**src/rtl/multibyte_add_sequencer_pkg.sv**
```systemverilog
`default_nettype none
// +----------------------------------------------------------------------------+
// | Package    : seq_pkg                                                       |
// | Description: Shared types and helpers for the multi-byte add sequencer:   |
// |              FSM state encoding, operation encodings and the byte-index   |
// |              width helper.                                                 |
// | Revision   : 1.0 - initial release                                         |
// +----------------------------------------------------------------------------+
package seq_pkg;

   typedef enum logic [1:0] {
      IDLE = 2'd0,
      RUN  = 2'd1,
      DONE = 2'd2
   } state_t;

   localparam logic OP_ADD = 1'b0;
   localparam logic OP_SUB = 1'b1;

   // Ceiling log2, evaluated at elaboration time only.
   function automatic int clog2(input int n);
      int r;
      r = 0;
      for (int i = 0; i < 31; i++) begin
         if ((1 << i) < n) r = i + 1;
      end
      return r;
   endfunction

   // Byte-index register width; never narrower than one bit so that
   // NBYTES=1 still gets a legal vector.
   function automatic int idx_width(input int nbytes);
      return (clog2(nbytes) > 0) ? clog2(nbytes) : 1;
   endfunction

endpackage
`default_nettype wire

```
**src/rtl/multibyte_add_sequencer_cell.sv**
```systemverilog
`default_nettype none
// +----------------------------------------------------------------------------+
// | Module     : multibyte_add_sequencer_cell                                  |
// | Description: Combinational 8-bit carry adder cell. Shared by the          |
// |              sequencer, which feeds it one operand byte per cycle.        |
// | Ports      : cin_i  - carry in                                             |
// |              a_i    - operand byte A                                       |
// |              b_i    - operand byte B                                       |
// |              sum_o  - sum byte                                             |
// |              cout_o - carry out                                            |
// | Revision   : 1.0 - initial release                                         |
// +----------------------------------------------------------------------------+
module multibyte_add_sequencer_cell (
   input  logic       cin_i,
   input  logic [7:0] a_i,
   input  logic [7:0] b_i,
   output logic [7:0] sum_o,
   output logic       cout_o
);

   logic [8:0] full_sum;

   assign full_sum = {1'b0, a_i} + {1'b0, b_i} + {8'd0, cin_i};
   assign sum_o    = full_sum[7:0];
   assign cout_o   = full_sum[8];

endmodule
`default_nettype wire

```
**src/rtl/multibyte_add_sequencer.sv**
```systemverilog
`default_nettype none
// +----------------------------------------------------------------------------+
// | Module     : multibyte_add_sequencer                                       |
// | Description: Adds (optionally subtracts) two NBYTES*8-bit operands by     |
// |              sequencing a single 8-bit adder cell over NBYTES cycles,     |
// |              LSB byte first, with the carry chained through a register.   |
// |              Valid/ready handshakes on request and result sides.          |
// | Config     : SEQ_SUB_EN - when defined, in_op_i=1 computes A - B - cin as |
// |              A + ~B + ~cin; otherwise every request is an ADD.            |
// | Ports      : clk, rst      - clock, asynchronous active-high reset        |
// |              in_valid_i    - request valid                                 |
// |              in_ready_o    - request accepted (IDLE only)                  |
// |              in_op_i       - 0=ADD, 1=SUB                                  |
// |              in_cin_i      - carry-in / borrow-in                          |
// |              in_a_i,in_b_i - operands                                      |
// |              out_valid_o   - result valid, held until out_ready_i          |
// |              out_ready_i   - consumer accepts result                       |
// |              out_sum_o     - result                                        |
// |              out_cout_o    - carry out of MSB byte (SUB: 1 = no borrow)    |
// |              out_zero_o    - result is all zeros                           |
// |              out_ovf_o     - signed overflow                               |
// |              busy_o        - high while bytes are being processed          |
// | Revision   : 1.0 - initial release                                         |
// +----------------------------------------------------------------------------+
module multibyte_add_sequencer
   import seq_pkg::*;
#(
   parameter int NBYTES = 4
) (
   input  logic                clk,
   input  logic                rst,
   input  logic                in_valid_i,
   output logic                in_ready_o,
   input  logic                in_op_i,
   input  logic                in_cin_i,
   input  logic [8*NBYTES-1:0] in_a_i,
   input  logic [8*NBYTES-1:0] in_b_i,
   output logic                out_valid_o,
   input  logic                out_ready_i,
   output logic [8*NBYTES-1:0] out_sum_o,
   output logic                out_cout_o,
   output logic                out_zero_o,
   output logic                out_ovf_o,
   output logic                busy_o
);

   localparam int W  = 8 * NBYTES;
   localparam int IW = idx_width(NBYTES);
   localparam logic [IW-1:0] LAST_IDX = IW'(NBYTES - 1);

   state_t          state_q;
   logic [W-1:0]    a_q;
   logic [W-1:0]    b_q;        // already inverted for SUB
   logic [W-1:0]    result_q;
   logic [IW-1:0]   idx_q;
   logic            carry_q;
   logic            out_valid_q;
   logic            cout_q;
   logic            zero_q;
   logic            ovf_q;

   logic [W-1:0]    b_load;
   logic            cin_load;
   logic [7:0]      a_byte;
   logic [7:0]      b_byte;
   logic [7:0]      cell_sum;
   logic            cell_cout;
   logic [W-1:0]    result_d;

   // ------------------------------------------------------------------------
   // Operand conditioning at accept time
   // ------------------------------------------------------------------------
`ifdef SEQ_SUB_EN
   logic is_sub;
   assign is_sub   = (in_op_i == OP_SUB);
   assign b_load   = is_sub ? ~in_b_i : in_b_i;
   assign cin_load = is_sub ? ~in_cin_i : in_cin_i;
`else
   logic unused_op;
   assign unused_op = in_op_i;
   assign b_load    = in_b_i;
   assign cin_load  = in_cin_i;
`endif

   // ------------------------------------------------------------------------
   // Byte datapath through the shared cell
   // ------------------------------------------------------------------------
   assign a_byte = a_q[{idx_q, 3'b000} +: 8];
   assign b_byte = b_q[{idx_q, 3'b000} +: 8];

   multibyte_add_sequencer_cell u_cell (
      .cin_i  (carry_q),
      .a_i    (a_byte),
      .b_i    (b_byte),
      .sum_o  (cell_sum),
      .cout_o (cell_cout)
   );

   // Result with the current byte merged in; on the last byte this is the
   // complete sum, so flags can be registered from it in the same edge.
   always_comb begin
      result_d = result_q;
      result_d[{idx_q, 3'b000} +: 8] = cell_sum;
   end

   // ------------------------------------------------------------------------
   // FSM and all sequential state
   // ------------------------------------------------------------------------
   always_ff @(posedge clk or posedge rst) begin
      if (rst) begin
         state_q     <= IDLE;
         a_q         <= '0;
         b_q         <= '0;
         result_q    <= '0;
         idx_q       <= '0;
         carry_q     <= 1'b0;
         out_valid_q <= 1'b0;
         cout_q      <= 1'b0;
         zero_q      <= 1'b0;
         ovf_q       <= 1'b0;
      end else begin
         case (state_q)
            IDLE: begin
               if (in_valid_i) begin
                  a_q     <= in_a_i;
                  b_q     <= b_load;
                  carry_q <= cin_load;
                  idx_q   <= '0;
                  state_q <= RUN;
               end
            end
            RUN: begin
               result_q <= result_d;
               carry_q  <= cell_cout;
               if (idx_q == LAST_IDX) begin
                  state_q     <= DONE;
                  out_valid_q <= 1'b1;
                  cout_q      <= cell_cout;
                  zero_q      <= (result_d == '0);
                  ovf_q       <= (a_q[W-1] == b_q[W-1]) && (result_d[W-1] != a_q[W-1]);
               end else begin
                  idx_q <= idx_q + 1'b1;
               end
            end
            DONE: begin
               if (out_ready_i) begin
                  state_q     <= IDLE;
                  out_valid_q <= 1'b0;
               end
            end
            default: state_q <= IDLE;
         endcase
      end
   end

   // in_ready is held low while reset is asserted so all outputs read 0.
   assign in_ready_o  = (state_q == IDLE) && !rst;
   assign busy_o      = (state_q == RUN);
   assign out_valid_o = out_valid_q;
   assign out_sum_o   = result_q;
   assign out_cout_o  = cout_q;
   assign out_zero_o  = zero_q;
   assign out_ovf_o   = ovf_q;

endmodule
`default_nettype wire

```
**config.mk**
```make
export PLATFORM = sky130hd
export DESIGN_NAME = multibyte_add_sequencer
export DESIGN_NICKNAME = d
export VERILOG_FILES = /design/src/rtl/multibyte_add_sequencer_pkg.sv /design/src/rtl/multibyte_add_sequencer_cell.sv /design/src/rtl/multibyte_add_sequencer.sv
export SDC_FILE = /design/constraint.sdc
export NUM_CORES = 1
export LEC_CHECK = 0
export CAP_MARGIN = 30
export CORE_AREA = 5 5 152 96
export DETAILED_ROUTE_END_ITERATION = 8
export DIE_AREA = 0 0 157 101
export PLACE_DENSITY_LB_ADDON = 0.12
export SYNTH_ARGS = -nofsm -noshare
export SYNTH_HDL_FRONTEND = slang
export SYNTH_SLANG_ARGS = --single-unit
```
**constraint.sdc**
```tcl
create_clock -name clk -period 4.1 [get_ports clk]
set_clock_uncertainty 0.1 [all_clocks]
set_input_delay 0.82 -clock clk [delete_from_list [all_inputs] [get_ports clk]]
set_output_delay 0.82 -clock clk [all_outputs]
set_load 0.005 [all_outputs]
```
==> metrics <==
Tmin final=around 3.5 ns; initial antenna violation count=0; CTS tree=built; post-synthesis sequential area ratio=52.0%; DR vias=around 3600; Least-Margin Pin Slew=1.03 ns; startpoint types=flip-flop; number of gates resized after cts=0; setup bufs post-CTS=0; Clock Sinks=105; routability cong.=0.881; Worst Path Required=4.22 ns; arrival time worst endpoint=3.58 ns; Synth async-reset ratio=100%; Clock Path Buffers=2; synth top area cells=dfrtp_1 (52%), mux2_2 (15%), mux4_2 (7.1%); routed len/inst=19.7 um; Cell variety after synth=53; Final period util=roughly 84%; Final Hold Vio Count=0; Slew Viols, Final=0; Pre-Repair DR Iteration Count=4; # nets final=575; Layout Area Growth over Synthesis=32.1%; ANT nets after route=0; Fmax=289 MHz; DRT Wirelength=13200 um; Worst Hold Class=flip-flop to flip-flop; vias in the first global route=3678; CTS Hold Bufs=0; relative slew slack=30.7%; Post-Syn Instances=375; initial DRC count=186; Primary FF master, synth=dfrtp_1; Pleak=roughly 0.0028 uW; Initial Util=38.4%; Yosys top cell area share=52.0%; vias per cell=5.33; Core ar.=~0.013 mm^2; final total negative setup slack=0 ns; Boundary Pins=about 110; clk_lat worst skew=0.34 ns; grt total ovfl=0; Fill cells=approximately 1200; footprint of the multi-input gates=0.00232 mm^2; first-pass GRT wire length=20800 um; CTS Root Buffer Type=clkbuf_16; Synth Area per Inst=13.5 um^2; largest net degree at the start of global routing=68; Die Width=157 um; WS Path Type=flip-flop to flip-flop; die area=between 0.015 and 0.02 mm^2; row count=33; Max IR drop VDD=498 uV; synthesized cell area=slightly above 0.005 mm^2; Ys Warns=0; Antenna Cells=0; Max Cap Viol=0; DR DRC count=0; cell area after layout=between 0.006 and 0.007 mm^2; status=finished clean; Inserted Clock Buffers=9; PwrDens=1020 mW/mm^2; Post-synth EDFFs=0; Reg area=0.00263 mm^2; Reg clk slew, reported paths=about 0.07 ns; layout cells sized above 1=25.3%; PortBufs=approximately 110; element type at the critical path end=flip-flop; Area after DPL=around 0.0064 mm^2; DIE HEIGHT=between 100 and 150 um; Final setup viols=0; htree depth=3; Crit Path Max Fanout=12; area leader, netlist=dfrtp_1; Post-Synthesis Net Count=460; RSZ-0062 raised after global routing=no; Total Routing Usage GR=17.4%; FF+latch count, synth=approximately 110; Final HPWL DP=approximately 9800 um
==> cell usage after synthesis (2+ instances only) <==
library cell	number
buf_2	5
fa_1	2
ha_1	13
a2bb2oi_1	2
o31ai_1	3
xor2_1	2
inv_1	13
and2_1	3
xnor2_1	3
o21ai_0	10
dfrtp_1	105
nor2_1	13
a21oi_1	9
a21o_1	2
nor3_1	8
mux2_2	68
nand2_1	27
mux2i_1	2
nand3b_1	2
clkbuf_1	5
mux4_2	16
inv_2	3
nand2b_1	3
a22o_1	23
nor4_1	5
==> cells by family (layout without fill, tap and decap cells) <==
kind of cell / count (synthesis) / count (layout) / synth area share, %
compound gates: 65 / 65 / 10.9
flops: 105 / 105 / 52.0
mux: 86 / 86 / 22.7
simple gates: 71 / 71 / 7.25
fa+ha+maj: 15 / 15 / 4.01
xor+xnor: 5 / 5 / 0.866
buf+inv: 28 / 147 / 2.35
==> stage by stage <==
step | util, % | hold slack (ns) | setup slack [ns] | cells | total power, uW
3_3_place_gp | 48.5 | 0.384 | 0.754 | 654 | 5910
5_1_grt | 50.7 | 0.418 | 0.423 | 669 | 7310
4_1_cts | 50.7 | 0.405 | 0.654 | 669 | 6890
3_5_place_dp | 48.5 | 0.390 | 0.686 | 654 | 5990
2_1_floorplan | - | 0.374 | 0.419 | 375 | 4350
6_report | 50.7 | 0.402 | 0.640 | 669 | 6840
==> layer usage <==
layer | GRT usage, % | vias to the layer above | wire length [um]
met2 | 22.6 | 127 | 5280
li1 | - | 1623 | -
met5 | 0 | - | 0
met1 | 27.7 | 1811 | 6620
met4 | 3.93 | 0 | 68
met3 | 5.58 | 7 | 1200
==> final timing paths <==
check                                      from                     end  slack (ns)  cells past startpoint
setup / recovery           idx_q[0]$_DFFE_PP0P_  out_zero_o$_DFFE_PP0P_        0.64                      9
hold / removal              b_q[15]$_DFFE_PP0P_     b_q[15]$_DFFE_PP0P_        0.40                      1
setup reg to reg           idx_q[0]$_DFFE_PP0P_  out_zero_o$_DFFE_PP0P_        0.64                      9
hold reg to reg             b_q[15]$_DFFE_PP0P_     b_q[15]$_DFFE_PP0P_        0.40                      1
max in group asynchronous                   rst  state_q[1]$_DFFE_PP0P_        2.31                      3
min in group asynchronous                   rst      a_q[8]$_DFFE_PP0P_        0.84                      2
==> cell usage in the layout, fill, tap and decap left out, drive strengths merged, types with 3 or more instances in the layout <==
| cell type | n |
|---|---|
| nor3 | 9 |
| nor4 | 5 |
| clkdlybuf4s50 | 106 |
| a21oi | 10 |
| o31ai | 3 |
| nor2 | 13 |
| dfrtp | 105 |
| nand2b | 3 |
| nand2 | 28 |
| o21ai | 11 |
| mux4 | 16 |
| buf | 10 |
| a22o | 23 |
| ha | 13 |
| inv | 16 |
| clkbuf | 12 |
| mux2 | 68 |
| and2 | 3 |
| xnor2 | 3 |
==> worst max-delay path, stage by stage (launching register included) <==
cell	delay, ns
dfrtp_1	0.50
buf_4	0.34
mux4_2	0.59
ha_1	0.30
a21o_1	0.16
a21oi_1	0.09
xnor2_1	0.81
o32ai_4	0.19
nand4b_1	0.16
o41ai_2	0.09
==> final cells by class <==
type,count,area share (%)
multi-input cells,242,34.7
inverters,16,0.936
clock buffers,12,3.84
well taps,175,3.28
flip-flops and latches,105,39.3
clock inverters,3,0.599
repair buffers,116,17.4
==> flip-flops by register name, summed over array words and instances (netlist names) <==
register and count:
out_sum_o 32, state_q 2, out_valid_o 1, a_q 32, carry_q 1, out_cout_o 1, b_q 32, out_ovf_o 1
out_zero_o 1, idx_q 2
==> report_power, final <==
group          internal, uW  switching, uW
clock network           502            362
logic                  1920           2250
registers              1510            303
total                  3930           2910
No activity file was read; power rests on OpenSTA's default activity.
